### src/rtl/seq_player_pkg.sv
// Shared definitions for the sequence player and the upcoming input-compare stage:
// state encoding, default dwell constants and a small sizing helper.
package playseq_pkg;

  localparam int unsigned DEF_ON_CYCLES  = 1000;
  localparam int unsigned DEF_OFF_CYCLES = 500;

  localparam logic [2:0] ST_IDLE = 3'd0;
  localparam logic [2:0] ST_WAIT = 3'd1;
  localparam logic [2:0] ST_LOAD = 3'd2;
  localparam logic [2:0] ST_SHOW = 3'd3;
  localparam logic [2:0] ST_GAP  = 3'd4;
  localparam logic [2:0] ST_DONE = 3'd5;

  typedef enum logic [2:0] {
    S_IDLE = ST_IDLE,
    S_WAIT = ST_WAIT,
    S_LOAD = ST_LOAD,
    S_SHOW = ST_SHOW,
    S_GAP  = ST_GAP,
    S_DONE = ST_DONE
  } state_t;

  function automatic int unsigned max_u(input int unsigned a, input int unsigned b);
    return (a > b) ? a : b;
  endfunction

endpackage

### src/rtl/seq_player_if.sv
// Control, display and RAM-read signals of the sequence player.
// master = the player itself; slave = its environment (controller, RAM, LEDs).
interface seq_player_if #(
  parameter int ADDR_W = 4,
  parameter int DATA_W = 4
);
  logic              start;
  logic              stop;
  logic [ADDR_W-1:0] limit;
  logic [ADDR_W-1:0] ram_addr;
  logic [DATA_W-1:0] ram_q;
  logic [DATA_W-1:0] leds;
  logic [ADDR_W-1:0] step;
  logic              busy;
  logic              done;

  modport master (
    input  start, stop, limit, ram_q,
    output ram_addr, leds, step, busy, done
  );

  modport slave (
    output start, stop, limit, ram_q,
    input  ram_addr, leds, step, busy, done
  );
endinterface

### src/rtl/seq_player_dwell_timer.sv
// Dwell counter for the SHOW/GAP phases; tc flags the cycle the count reaches term
// while enabled, and the owner clears it on that same cycle to restart from zero.
module dwell_timer #(
  parameter int W = 4
) (
  input  logic         clk,
  input  logic         reset,
  input  logic         clear,
  input  logic         en,
  input  logic [W-1:0] term,
  output logic         tc
);

  logic [W-1:0] count_q, count_d;

  always_comb begin
    count_d = count_q;
    if (clear) begin
      count_d = '0;
    end else if (en) begin
      count_d = count_q + W'(1);
    end
  end

  always_ff @(posedge clk or posedge reset) begin
    if (reset) begin
      count_q <= '0;
    end else begin
      count_q <= count_d;
    end
  end

  assign tc = en && (count_q == term);

endmodule

### src/rtl/seq_player.sv
// Plays RAM words 0..limit onto the LEDs: ON_CYCLES shown, OFF_CYCLES blank per word,
// then a one-cycle done pulse. Read-only master of the synchronous RAM port.
module seq_player
  import playseq_pkg::*;
#(
  parameter int ADDR_W     = 4,
  parameter int DATA_W     = 4,
  parameter int ON_CYCLES  = int'(DEF_ON_CYCLES),
  parameter int OFF_CYCLES = int'(DEF_OFF_CYCLES)
) (
  input logic              clk,
  input logic              reset,
  seq_player_if.master     bus
);

  localparam int TW = $clog2(max_u(ON_CYCLES, OFF_CYCLES) + 1);

  state_t            state_q, state_d;
  logic [ADDR_W-1:0] ram_addr_q, ram_addr_d;
  logic [ADDR_W-1:0] limit_q, limit_d;
  logic [DATA_W-1:0] leds_q, leds_d;
  logic              busy_q, busy_d;
  logic              done_q, done_d;

  logic              tmr_clear, tmr_en, tmr_tc;
  logic [TW-1:0]     tmr_term;

  // Timer runs only in SHOW/GAP and restarts from zero on every terminal count.
  always_comb begin
    tmr_en    = (state_q == S_SHOW) || (state_q == S_GAP);
    tmr_clear = !tmr_en || tmr_tc || bus.stop;
    tmr_term  = (state_q == S_SHOW) ? TW'(ON_CYCLES - 1) : TW'(OFF_CYCLES - 1);
  end

  dwell_timer #(.W(TW)) u_timer (
    .clk   (clk),
    .reset (reset),
    .clear (tmr_clear),
    .en    (tmr_en),
    .term  (tmr_term),
    .tc    (tmr_tc)
  );

  always_comb begin
    state_d    = state_q;
    ram_addr_d = ram_addr_q;
    limit_d    = limit_q;
    leds_d     = leds_q;
    busy_d     = busy_q;
    done_d     = 1'b0;

    if (state_q != S_IDLE && bus.stop) begin
      state_d    = S_IDLE;
      leds_d     = '0;
      busy_d     = 1'b0;
      ram_addr_d = '0;
    end else begin
      case (state_q)
        S_IDLE: begin
          if (bus.start && !bus.stop) begin
            limit_d    = bus.limit;
            ram_addr_d = '0;
            busy_d     = 1'b1;
            state_d    = S_WAIT;
          end
        end
        S_WAIT: state_d = S_LOAD;
        S_LOAD: begin
          leds_d  = bus.ram_q;
          state_d = S_SHOW;
        end
        S_SHOW: begin
          if (tmr_tc) begin
            leds_d  = '0;
            state_d = S_GAP;
          end
        end
        S_GAP: begin
          if (tmr_tc) begin
            if (ram_addr_q == limit_q) begin
              state_d = S_DONE;
              done_d  = 1'b1;
            end else begin
              ram_addr_d = ram_addr_q + ADDR_W'(1);
              state_d    = S_WAIT;
            end
          end
        end
        S_DONE: begin
          busy_d  = 1'b0;
          state_d = S_IDLE;
        end
        default: state_d = S_IDLE;
      endcase
    end
  end

  always_ff @(posedge clk or posedge reset) begin
    if (reset) begin
      state_q    <= S_IDLE;
      ram_addr_q <= '0;
      limit_q    <= '0;
      leds_q     <= '0;
      busy_q     <= 1'b0;
      done_q     <= 1'b0;
    end else begin
      state_q    <= state_d;
      ram_addr_q <= ram_addr_d;
      limit_q    <= limit_d;
      leds_q     <= leds_d;
      busy_q     <= busy_d;
      done_q     <= done_d;
    end
  end

  assign bus.ram_addr = ram_addr_q;
  assign bus.step     = ram_addr_q;
  assign bus.leds     = leds_q;
  assign bus.busy     = busy_q;
  assign bus.done     = done_q;

endmodule

### src/flat_wrapper.sv
// flat-port wrapper written by rule: the top's interface ports become plain ports
module seq_player_flat import playseq_pkg::*;
#(
  parameter int ADDR_W     = 4,
  parameter int DATA_W     = 4,
  parameter int ON_CYCLES  = int'(DEF_ON_CYCLES),
  parameter int OFF_CYCLES = int'(DEF_OFF_CYCLES)
)
  (clk, reset, bus_start, bus_stop, bus_limit, bus_ram_q, bus_ram_addr, bus_leds, bus_step, bus_busy, bus_done);
  seq_player_if #(.ADDR_W(ADDR_W), .DATA_W(DATA_W)) bus_i ();
  input logic clk;
  input logic reset;
  input wire logic [$bits(bus_i.start)-1:0] bus_start;
  input wire logic [$bits(bus_i.stop)-1:0] bus_stop;
  input wire logic [$bits(bus_i.limit)-1:0] bus_limit;
  input wire logic [$bits(bus_i.ram_q)-1:0] bus_ram_q;
  output wire logic [$bits(bus_i.ram_addr)-1:0] bus_ram_addr;
  output wire logic [$bits(bus_i.leds)-1:0] bus_leds;
  output wire logic [$bits(bus_i.step)-1:0] bus_step;
  output wire logic [$bits(bus_i.busy)-1:0] bus_busy;
  output wire logic [$bits(bus_i.done)-1:0] bus_done;
  assign bus_i.start = bus_start;
  assign bus_i.stop = bus_stop;
  assign bus_i.limit = bus_limit;
  assign bus_i.ram_q = bus_ram_q;
  assign bus_ram_addr = bus_i.ram_addr;
  assign bus_leds = bus_i.leds;
  assign bus_step = bus_i.step;
  assign bus_busy = bus_i.busy;
  assign bus_done = bus_i.done;
  seq_player #(.ADDR_W(ADDR_W), .DATA_W(DATA_W), .ON_CYCLES(ON_CYCLES), .OFF_CYCLES(OFF_CYCLES)) u_core (.clk(clk), .reset(reset), .bus(bus_i));
endmodule
### config.mk
export PLATFORM = sky130hd
export DESIGN_NAME = seq_player_flat
export DESIGN_NICKNAME = d
export VERILOG_FILES = /design/src/rtl/seq_player_pkg.sv /design/src/rtl/seq_player_if.sv /design/src/rtl/seq_player_dwell_timer.sv /design/src/rtl/seq_player.sv /design/src/flat_wrapper.sv
export SDC_FILE = /design/constraint.sdc
export NUM_CORES = 1
export LEC_CHECK = 0
export BUFFER_PORTS_ARGS = -buffer_cell sky130_fd_sc_hd__buf_2
export CAP_MARGIN = 5
export CORE_AREA = 10 10 84 86
export CTS_CLUSTER_DIAMETER = 60
export DETAILED_ROUTE_END_ITERATION = 6
export DIE_AREA = 0 0 94 96
export REMOVE_ABC_BUFFERS = 1
export SLEW_MARGIN = 20
export SYNTH_ARGS = -nofsm -noshare
export SYNTH_HDL_FRONTEND = slang
export SYNTH_SLANG_ARGS = --single-unit
export TNS_END_PERCENT = 50
### constraint.sdc
create_clock -name clk -period 4.4 [get_ports clk]
set_input_delay 0 -clock clk [delete_from_list [all_inputs] [get_ports clk]]
set_output_delay 0 -clock clk [all_outputs]
set_load 0.1 [all_outputs]
==> impl_metrics.toml, run 1 <==
[route]
routedWlPerCell_um = 12.8
ant_nets = 0
drt_pass1_iterations = 4
drtIter0Drc = 108
route.final.wire_length_mm = 3.25
routed_via_density = 4.69
vias = 1195
drc = 0

[power_and_ir_drop]
ir_drop_v = 0.000142
p_leak_nw = 0.827
power_density_nw_per_um2 = 355

[setup_path]
critical_path_class = "reg -> reg"
arrival_ns = 1.95
slowest_stage = "o31ai_2"
worstPathCellList = "ha_1 > nand2b_2 > nor3_1 > o31ai_2 > mux2i_1"
endpoint_kind = "flop"
crit_path_max_incr_delay_ns = 0.48
cp.required_ns = 4.61
start_kind = "flop"
cp_max_fo = 7

[yosys]
synth_area_um2 = 1560
synth_edf_count = 0
syn_avg_cell_area_um2 = 10.1
ys_seq_elements = 27
yosysTopAreaCell = "dfrtp_1"
synth_cell_type_count = 43
ys.flop_type = "dfrtp_1"
synthTopCellsByArea = "dfrtp_1 (43%), xnor2_1 (5.6%), nor2_1 (5.0%)"
ys_seq_area_share_pct = 43.3
synth-async-reset-ratio_pct = 100
ys.warnings.count = 0
syn_inst = 154
yosysTopAreaCellShare_pct = 43.3

[clocking]
ctsHtreeMaxLevel = 1
cts.clk_slew.worst_paths_ns = 0.09
cts_tree = "yes"
clock_sinks = 27
clockBufferDepth = 2
clk_latency_ns = 0.28
cts_buffers = 3
ctsRootBufferMaster = "clkbuf_8"
cts_resized = 0

[final_layout]
drive_gt1_share_pct = 23.5
fill_cells = 547
n_antenna_cell = 0
nets = 198
areaGrowthSynthToFinish_pct = 17.3

[timing]
hold_viol = 0
drv_slew = 0
rsz0062_at_grt = "false"
tns_ns = 0
fin_ws_ns = 2.65
tightestPinTransition_ns = 0.576
setup_viol = 0
skew_ns = 0.00420
period_share_pct = 39.7
max_freq_mhz = 572
fin_crit_ns = 1.75
relSlewSlack_pct = 61.5

[placed_design]
port-buffer-count = 25
dp_slack_ns = 2.65
globalplace.congestion = 0.763
hpwl_mm = 2.27

[job]
cap_violations = 0

[floorplanning]
initial_core_util_pct = 28.9
row_count = 27
core_area_um2 = 5410
die_x_um = 94
die_area_um2 = 9020
ios = 26
die-height_um = 96

[grt]
grt_pass1_wl_mm = 5.69
antenna_found_initial = 0
grt_max_degree = 28
grt_use_total_pct = 7.90
overflow = 0
grt_pass1_vias = 1167

[status]
status = "complete, no violations"

[worst_hold_path]
hold_class = "in -> reg"
-- synth_stat cells, types with 3 or more instances --
master / number
o21ai_0: 3
nor2_1: 21
xnor2_1: 10
inv_1: 10
nand3_1: 9
a21oi_1: 4
mux2i_1: 4
nand2_1: 10
mux2_2: 4
nor3_1: 7
buf_6: 4
buf_4: 4
dfrtp_1: 27
-- per-stage QoR --
stage / instances / util [%] / hold slack, ns / power (mW) / cell area, um^2
2_1_floorplan: 145 / - / 0.0527 / 0.469 / 1480
3_3_place_gp: 242 / 31.4 / 0.238 / 0.506 / 1700
3_5_place_dp: 242 / 31.4 / 0.240 / 0.507 / 1700
4_1_cts: 254 / 33.7 / 0.0185 / 0.657 / 1820
5_1_grt: 255 / 33.9 / 0.0442 / 0.686 / 1830
6_report: 255 / 33.9 / 0.0272 / 0.651 / 1830
-- cells in the final DEF (no fill, tap or decap), drive strengths merged --
cell type / netlist / routed
a211o: 2 / 2
a211oi: 1 / 1
a21o: 2 / 2
a21oi: 4 / 4
a22o: 1 / 1
a2bb2oi: 1 / 1
a41o: 1 / 1
a41oi: 1 / 1
and3: 1 / 1
and3b: 1 / 1
and4: 3 / 3
buf: 9 / 25
clkbuf: 0 / 4
dfrtp: 27 / 27
dlygate4sd3: 0 / 9
ha: 2 / 2
inv: 10 / 10
mux2: 5 / 5
mux2i: 5 / 5
nand2: 10 / 10
nand2b: 1 / 1
nand3: 9 / 9
nand3b: 1 / 1
nand4: 3 / 3
nor2: 21 / 21
nor3: 7 / 7
nor4b: 1 / 1
o211ai: 2 / 2
o21a: 1 / 1
o21ai: 4 / 4
o31ai: 3 / 3
or3b: 2 / 2
or4b: 1 / 1
xnor2: 10 / 10
xor2: 2 / 2
-- per-layer routing --
metal	global-route usage, %	share of wire [%]	up-vias
met2	11.9	44	40
met5	0	0	-
li1	-	-	595
met4	3.80	1.9	0
met3	2.57	6.9	5
met1	10.0	47	555
-- flip-flops by register name, indices dropped and copies added, names as in the netlist --
signal / flops
u_core.bus.leds: 4
u_core.state_q: 3
u_core.limit_q: 4
u_core.u_timer.count_q: 10
u_core.bus.busy: 1
u_core.bus.done: 1
u_core.bus.ram_addr: 4
-- final timing paths --
kind	startpoint	to	slack [ns]	cells past startpoint
max in group asynchronous	reset	u_core.u_timer.count_q[5]	3.69	3
min in group asynchronous	reset	u_core.bus.leds[1]	0.33	3
max reg2reg	u_core.u_timer.count_q[0]	u_core.bus.leds[2]	2.65	5
max	u_core.u_timer.count_q[0]	u_core.bus.leds[2]	2.65	5
min reg2reg	u_core.u_timer.count_q[0]	u_core.u_timer.count_q[0]	0.49	1
min	bus_start	u_core.state_q[0]	0.03	3
-- report_power, final --
| part | total (mW) | switching (mW) | internal (mW) | leakage (nW) |
|---|---|---|---|---|
| logic | 0.213 | 0.160 | 0.0527 | 0.448 |
| registers | 0.294 | 0.0193 | 0.275 | 0.356 |
| clock network | 0.144 | 0.0784 | 0.0651 | 0.0228 |
-- final cells by class --
type / instances / area [um^2] / share of cell area [%]
clock buffers: 4 / 45.0 / 2.46
inverters: 10 / 37.5 / 2.05
repair buffers: 34 / 215 / 11.7
flip-flops and latches: 27 / 676 / 36.9
well taps: 72 / 90.1 / 4.92
multi-input cells: 108 / 768 / 41.9
-- logic make-up (layout without fill, tap and decap cells) --
group           after synthesis  after routing  share of synthesized area [%]
flops                        27             27                           43.3
buf+inv                      19             48                           7.53
simple gates                 61             61                           21.5
fa+ha+maj                     2              2                           1.60
mux                          10             10                           7.85
xor+xnor                     12             12                           6.73
compound gates               23             23                           11.5
-- worst max-delay path: cells and delay by family (launching register included) --
family / cells / cell delay, ns
fa+ha+maj: 1 / 0.27
flops: 1 / 0.41
mux: 1 / 0.24
compound gates: 1 / 0.48
simple gates: 2 / 0.28
-- what timing repair did --
item                                   in CTS  in global routing
buffers inserted                            0                  0
endpoints found under the hold margin       8                 27
hold buffers                                8                  1
Note: power is estimated with default switching activity, not from simulation.
==> run 2, diff against run 1 <==
--- a/config.mk
+++ b/config.mk
@@ -5,12 +5,13 @@
 export SDC_FILE = /design/constraint.sdc
 export NUM_CORES = 1
 export LEC_CHECK = 0
+export ABC_AREA = 1
 export BUFFER_PORTS_ARGS = -buffer_cell sky130_fd_sc_hd__buf_2
 export CAP_MARGIN = 5
-export CORE_AREA = 10 10 84 86
+export CORE_AREA = 10 10 82 84
 export CTS_CLUSTER_DIAMETER = 60
 export DETAILED_ROUTE_END_ITERATION = 6
-export DIE_AREA = 0 0 94 96
+export DIE_AREA = 0 0 92 94
 export REMOVE_ABC_BUFFERS = 1
 export SLEW_MARGIN = 20
 export SYNTH_ARGS = -nofsm -noshare
==> constraint.sdc (replaced) <==
create_clock -name clk -period 1.4 [get_ports clk]
set_input_delay 0 -clock clk [delete_from_list [all_inputs] [get_ports clk]]
set_output_delay 0 -clock clk [all_outputs]
set_load 0.1 [all_outputs]
==> run 2 against run 1 <==
Critical endpoint is now u_core.bus.leds[3]. Via count is 11% higher. Combinational power grew to 6.3 times the previous value. Flip-flop and latch count stayed put. Worst setup slack worse by 2.6 ns. Critical path depth is 3 higher.
==> impl_metrics.toml, run 2 <==
[grt]
grt_max_degree = 28
grt_pass1_wl_mm = 5.82
antenna_found_initial = 0
grt_use_total_pct = 7.87
overflow = 0
grt_pass1_vias = 1335

[final_layout]
instances_no_fill = 310
regMostFlops = "u_core.u_timer.count_q"
fill_cells = 547
final_cell_area_um2 = 2020
nets = 255
areaGrowthSynthToFinish_pct = 34.4
drive_gt1_share_pct = 36.7
final_common_cell = "nand2_1"
largest_register_ffs = 10
n_antenna_cell = 0
layout_common_cells = "nand2_1 (47), buf_2 (25), dfrtp_1 (25)"

[yosys]
synth_edf_count = 0
ys_seq_area_share_pct = 45.0
yosysTopAreaCellShare_pct = 45.0
yosysTopAreaCell = "dfrtp_1"
ys.warnings.count = 0
synth_area_um2 = 1500
syn_inst = 194
syn_avg_cell_area_um2 = 7.73
synthTopCellsByArea = "dfrtp_1 (45%), nand2_1 (13%), inv_1 (6.5%)"
synth-async-reset-ratio_pct = 100
ys.flop_type = "dfrtp_1"
synth_commonest_cells = "nand2_1 (53), dfrtp_1 (27), inv_1 (26)"
ys_seq_elements = 27
synth.most_common_cell = "nand2_1"
synth_cell_type_count = 29

[placed_design]
dp_cells = 297
port-buffer-count = 25
hpwl_mm = 2.48
globalplace.congestion = 0.788
placed_area_um2 = 1770

[floorplanning]
die_area_um2 = 8650
die_x_um = 92
die-height_um = 94
ios = 26
core_area_um2 = 5070
initial_core_util_pct = 29.6
row_count = 26

[timing]
max_freq_mhz = 720
drv_slew = 0
tns_ns = 0
tightestPinTransition_ns = 0.496
setup_viol = 0
period_share_pct = 99.2
relSlewSlack_pct = 67.2
hold_viol = 0
rsz0062_at_grt = "true"
skew_ns = 0.00318
fin_crit_ns = 1.39

[setup_path]
r2r_end = "u_core.bus.leds[3]"
r2r_start = "u_core.u_timer.count_q[1]"
arrival_ns = 1.61
worst_r2r_path_depth = 8
critical_path_class = "reg -> reg"
cp.required_ns = 1.62
start_kind = "flop"
r2r_setup_slack_ns = 0.01
endpoint_kind = "flop"
cp_max_fo = 6

[clocking]
clk_latency_ns = 0.28
ctsHtreeMaxLevel = 1
cts_tree = "yes"
clockBufferDepth = 2
clock_sinks = 27
ctsRootBufferMaster = "clkbuf_8"
cts_buffers = 3
cts.clk_slew.worst_paths_ns = 0.09

[route]
ant_nets = 0
drc = 0
drtIter0Drc = 45
drt_pass1_iterations = 4
vias = 1321
routed_via_density = 4.26
route.final.wire_length_mm = 3.41
routedWlPerCell_um = 11.0

[worst_hold_path]
min_from = "bus_ram_q[2]"
whs_path_depth = 5
hold_class = "in -> reg"
holdPathEnd = "u_core.bus.leds[2]"

[status]
status = "complete, no violations"

[power_and_ir_drop]
power_density_nw_per_um2 = 1410
p_leak_nw = 1.01
ir_drop_v = 0.000825

[job]
cap_violations = 0
[run 2: worst max-delay path by stage]
stage / startpoint / endpoint / slack [ns]
6_report: u_core.u_timer.count_q[1] / u_core.bus.leds[3] / 0.01
5_1_grt: u_core.u_timer.count_q[1] / u_core.bus.leds[3] / -0.07
4_1_cts: u_core.u_timer.count_q[1] / u_core.bus.leds[3] / 0.008
3_5_place_dp: u_core.u_timer.count_q[1] / u_core.bus.ram_addr[2] / -0.03
3_3_place_gp: u_core.u_timer.count_q[0] / u_core.bus.ram_addr[2] / -0.02
2_1_floorplan: u_core.bus.ram_addr[3] / u_core.bus.ram_addr[0] / -1.11
[run 2: logic make-up after synthesis]
group,count (synthesis),synth area share (%)
simple gates,114,35.9
xor+xnor,2,1.17
buf+inv,33,9.76
fa+ha+maj,2,1.67
mux,1,0.751
compound gates,15,5.67
flops,27,45.0
[run 2: where the power goes]
part,switching [mW],internal [mW],leakage [nW]
combinational,0.976,0.379,0.631
clock,0.251,0.204,0.0228
sequential,0.107,0.932,0.355
total,1.33,1.52,1.01
[run 2: critical path, stage by stage (launching register included)]
cell and delay (ns):
dfrtp_1 0.41, ha_4 0.17, nand3_4 0.08, nor2_4 0.13, nand3_4 0.15, nand2_4 0.12, buf_6 0.12, nand3_1 0.07
nand2_1 0.09
[run 2: what timing repair did]
action,4_1_cts,5_1_grt
buffers inserted,0,4
endpoints found under the setup margin,8,22
hold buffers,5,0
pin swaps,0,11
endpoints found under the hold margin,31,0
resized for setup,2,35
[run 2: routing by layer]
metal	up-vias	part of all wire [%]	GRT usage (%)
li1	697	-	-
met1	598	49	10.2
met2	24	46	12.8
met3	2	4.6	2.64
met4	0	0.29	0.771
met5	-	0	0
[run 2: layout make-up]
cell class | instances | area (um^2) | share of cell area, %
multi-input cells | 134 | 795 | 39.4
repair buffers | 47 | 307 | 15.2
flip-flops and latches | 27 | 678 | 33.6
inverters | 28 | 105 | 5.21
well taps | 70 | 87.6 | 4.34
clock buffers | 4 | 45.0 | 2.23
[run 2: stage by stage]
| stage | worst slack [ns] | utilization [%] | power (mW) | hold slack (ns) |
|---|---|---|---|---|
| floorplan | -1.11 | - | 2.00 | 0.0527 |
| detailed placement | -0.0262 | 34.9 | 2.29 | 0.0876 |
| global placement | -0.0168 | 34.9 | 2.28 | 0.0875 |
| finish | 0.0105 | 39.7 | 2.85 | 0.0459 |
| CTS | 0.00829 | 36.9 | 2.77 | 0.0450 |
| global route | -0.0705 | 39.7 | 3.05 | 0.0642 |
==> run 3, diff against run 2 <==
--- a/config.mk
+++ b/config.mk
@@ -12,6 +12,7 @@
 export CTS_CLUSTER_DIAMETER = 60
 export DETAILED_ROUTE_END_ITERATION = 6
 export DIE_AREA = 0 0 92 94
+export PLACE_DENSITY_LB_ADDON = 0.15
 export REMOVE_ABC_BUFFERS = 1
 export SLEW_MARGIN = 20
 export SYNTH_ARGS = -nofsm -noshare
==> run 3 against run 2 <==
First-iteration DRC count rose by 29%. Maximum frequency rose by 1.8%. Combinational power rose by 7%. Cell count rose by 1.9%. Sequential power barely moved. Power rose by 2.5%. Global-route usage rose by 0.35 points. Design area rose by 1.8%. Register-to-register slack improved by 0.02 ns. Clock skew barely moved. Via count barely moved. Worst hold slack got worse by 0.0098 ns.
==> impl_metrics.toml, run 3 (synthesis gave the netlist of run 2 again) <==
[power_and_ir_drop]
pwr-share-clk_pct = 15.2
ir_drop_v = 0.000797
p_leak_nw = 1.03
seq_power_share_pct = 35.3
p_sw_share_pct = 46.0
p_int_mw = 1.58
power_density_nw_per_um2 = 1420
power.total_mw = 2.92
pwr-share-comb_pct = 49.5
p_switching_mw = 1.34

[final_layout]
drive_gt1_share_pct = 37.8
areaGrowthSynthToFinish_pct = 36.9
largest_register_ffs = 10
fin_util_pct = 40.5
regMostFlops = "u_core.u_timer.count_q"
n_antenna_cell = 0
nets = 261
fill_cells = 548
layout_common_cells = "nand2_1 (45), dfrtp_1 (26), buf_2 (25)"
seq_area_um2 = 677
multi_input_area_um2 = 787
final_common_cell = "nand2_1"

[timing]
rsz0062_at_grt = "true"
skew_ns = 0.00342
period_share_pct = 97.5
relSlewSlack_pct = 67.3
max_freq_mhz = 733
tightestPinTransition_ns = 0.494
setup_viol = 0
fin_crit_ns = 1.36
drv_slew = 0
hold_viol = 0
tns_ns = 0

[floorplanning]
die-height_um = 94
die_x_um = 92
core_area_um2 = 5070
die_area_um2 = 8650
initial_core_util_pct = 29.6
row_count = 26
ios = 26

[route]
drc = 0
ant_nets = 0
vias = 1322
drtIter0Drc = 58
drt_pass1_iterations = 4
route.final.wire_length_mm = 3.52
routed_via_density = 4.18
routedWlPerCell_um = 11.1

[worst_hold_path]
holdPathEnd = "u_core.bus.busy"
hold_class = "in -> reg"
min_from = "bus_start"
whs_path_depth = 3

[setup_path]
endpoint_kind = "flop"
r2r_start = "u_core.state_q[2]"
arrival_ns = 1.53
startpoint = "u_core.state_q[2]"
cp.required_ns = 1.57
cp_max_fo = 6
r2r_end = "u_core.bus.ram_addr[0]"
r2r_setup_slack_ns = 0.04
start_kind = "flop"
worst_r2r_path_depth = 9
critical_path_class = "reg -> reg"

[grt]
grt_use_total_pct = 8.22
grt_pass1_wl_mm = 5.92
grt_max_degree = 28
overflow = 0
grt_pass1_vias = 1274
antenna_found_initial = 0

[placed_design]
hpwl_mm = 2.61
port-buffer-count = 25
globalplace.congestion = 0.831

[clocking]
cts_tree = "yes"
clk_latency_ns = 0.27
ctsRootBufferMaster = "clkbuf_8"
clockBufferDepth = 2
ctsHtreeMaxLevel = 1
cts_buffers = 3
cts.clk_slew.worst_paths_ns = 0.09
clock_sinks = 27

[status]
status = "complete, no violations"

[job]
cap_violations = 0
==> run 3: final cells by class <==
class	count	area share, %
well taps	70	4.27
inverters	28	5.12
flip-flops and latches	27	33.0
multi-input cells	134	38.3
repair buffers	53	17.1
clock buffers	4	2.19
==> run 3: worst max-delay path: stages, from the launching register on <==
cell and delay, ns:
dfrtp_2 0.48, inv_2 0.07, nand3_1 0.08, nand2_1 0.11, nand2_2 0.07, nand3_4 0.10
nand2_2 0.08, buf_4 0.14, nand3_1 0.07, nand2_1 0.06
==> run 3: stage by stage <==
stage | instance area [um^2] | setup WS (ns) | instances | hold slack (ns)
2_1_floorplan | 1460 | -1.11 | 189 | 0.0527
3_3_place_gp | 1810 | -0.0481 | 303 | 0.0849
3_5_place_dp | 1810 | -0.0377 | 303 | 0.0823
4_1_cts | 1920 | 0.00200 | 312 | 0.0458
5_1_grt | 2050 | -0.0658 | 316 | 0.0392
6_report | 2050 | 0.0354 | 316 | 0.0362
==> run 3: power by group through the flow <==
| stage | sequential, mW | combinational, mW | clock [mW] |
|---|---|---|---|
| floorplan | 1.45 | 0.551 | 0 |
| global placement | 1.03 | 1.33 | 0 |
| detailed placement | 1.03 | 1.32 | 0 |
| CTS | 1.02 | 1.35 | 0.479 |
| global route | 1.05 | 1.59 | 0.508 |
| finish | 1.03 | 1.45 | 0.443 |
==> run 3: timing repair <==
action                                  4_1_cts  5_1_grt
hold endpoints to repair                     31        0
gates resized for setup                       5       31
buffers inserted                              0        4
gates cloned                                  0        0
endpoints found under the setup margin        5       23
hold buffers                                  5        0
pin swaps                                     0       14
==> run 3: how the worst max path moves through the flow <==
| stage | endpoint | slack, ns | cells after the start |
|---|---|---|---|
| 6_report | u_core.bus.ram_addr[0] | 0.04 | 9 |
| 5_1_grt | u_core.bus.leds[1] | -0.07 | 9 |
| 4_1_cts | u_core.limit_q[3] | 0.002 | 7 |
| 3_5_place_dp | u_core.bus.leds[2] | -0.04 | 8 |
| 3_3_place_gp | u_core.bus.leds[2] | -0.05 | 8 |
| 2_1_floorplan | u_core.bus.ram_addr[0] | -1.11 | 9 |
==> run 3: layer usage <==
metal  global-route usage (%)  vias to the layer above  wire [um]
met2                     12.5                       27       1550
met3                     2.64                        2        166
li1                         -                      713          -
met1                     10.9                      580       1770
met5                        0                        -          0
met4                     2.31                        0         29
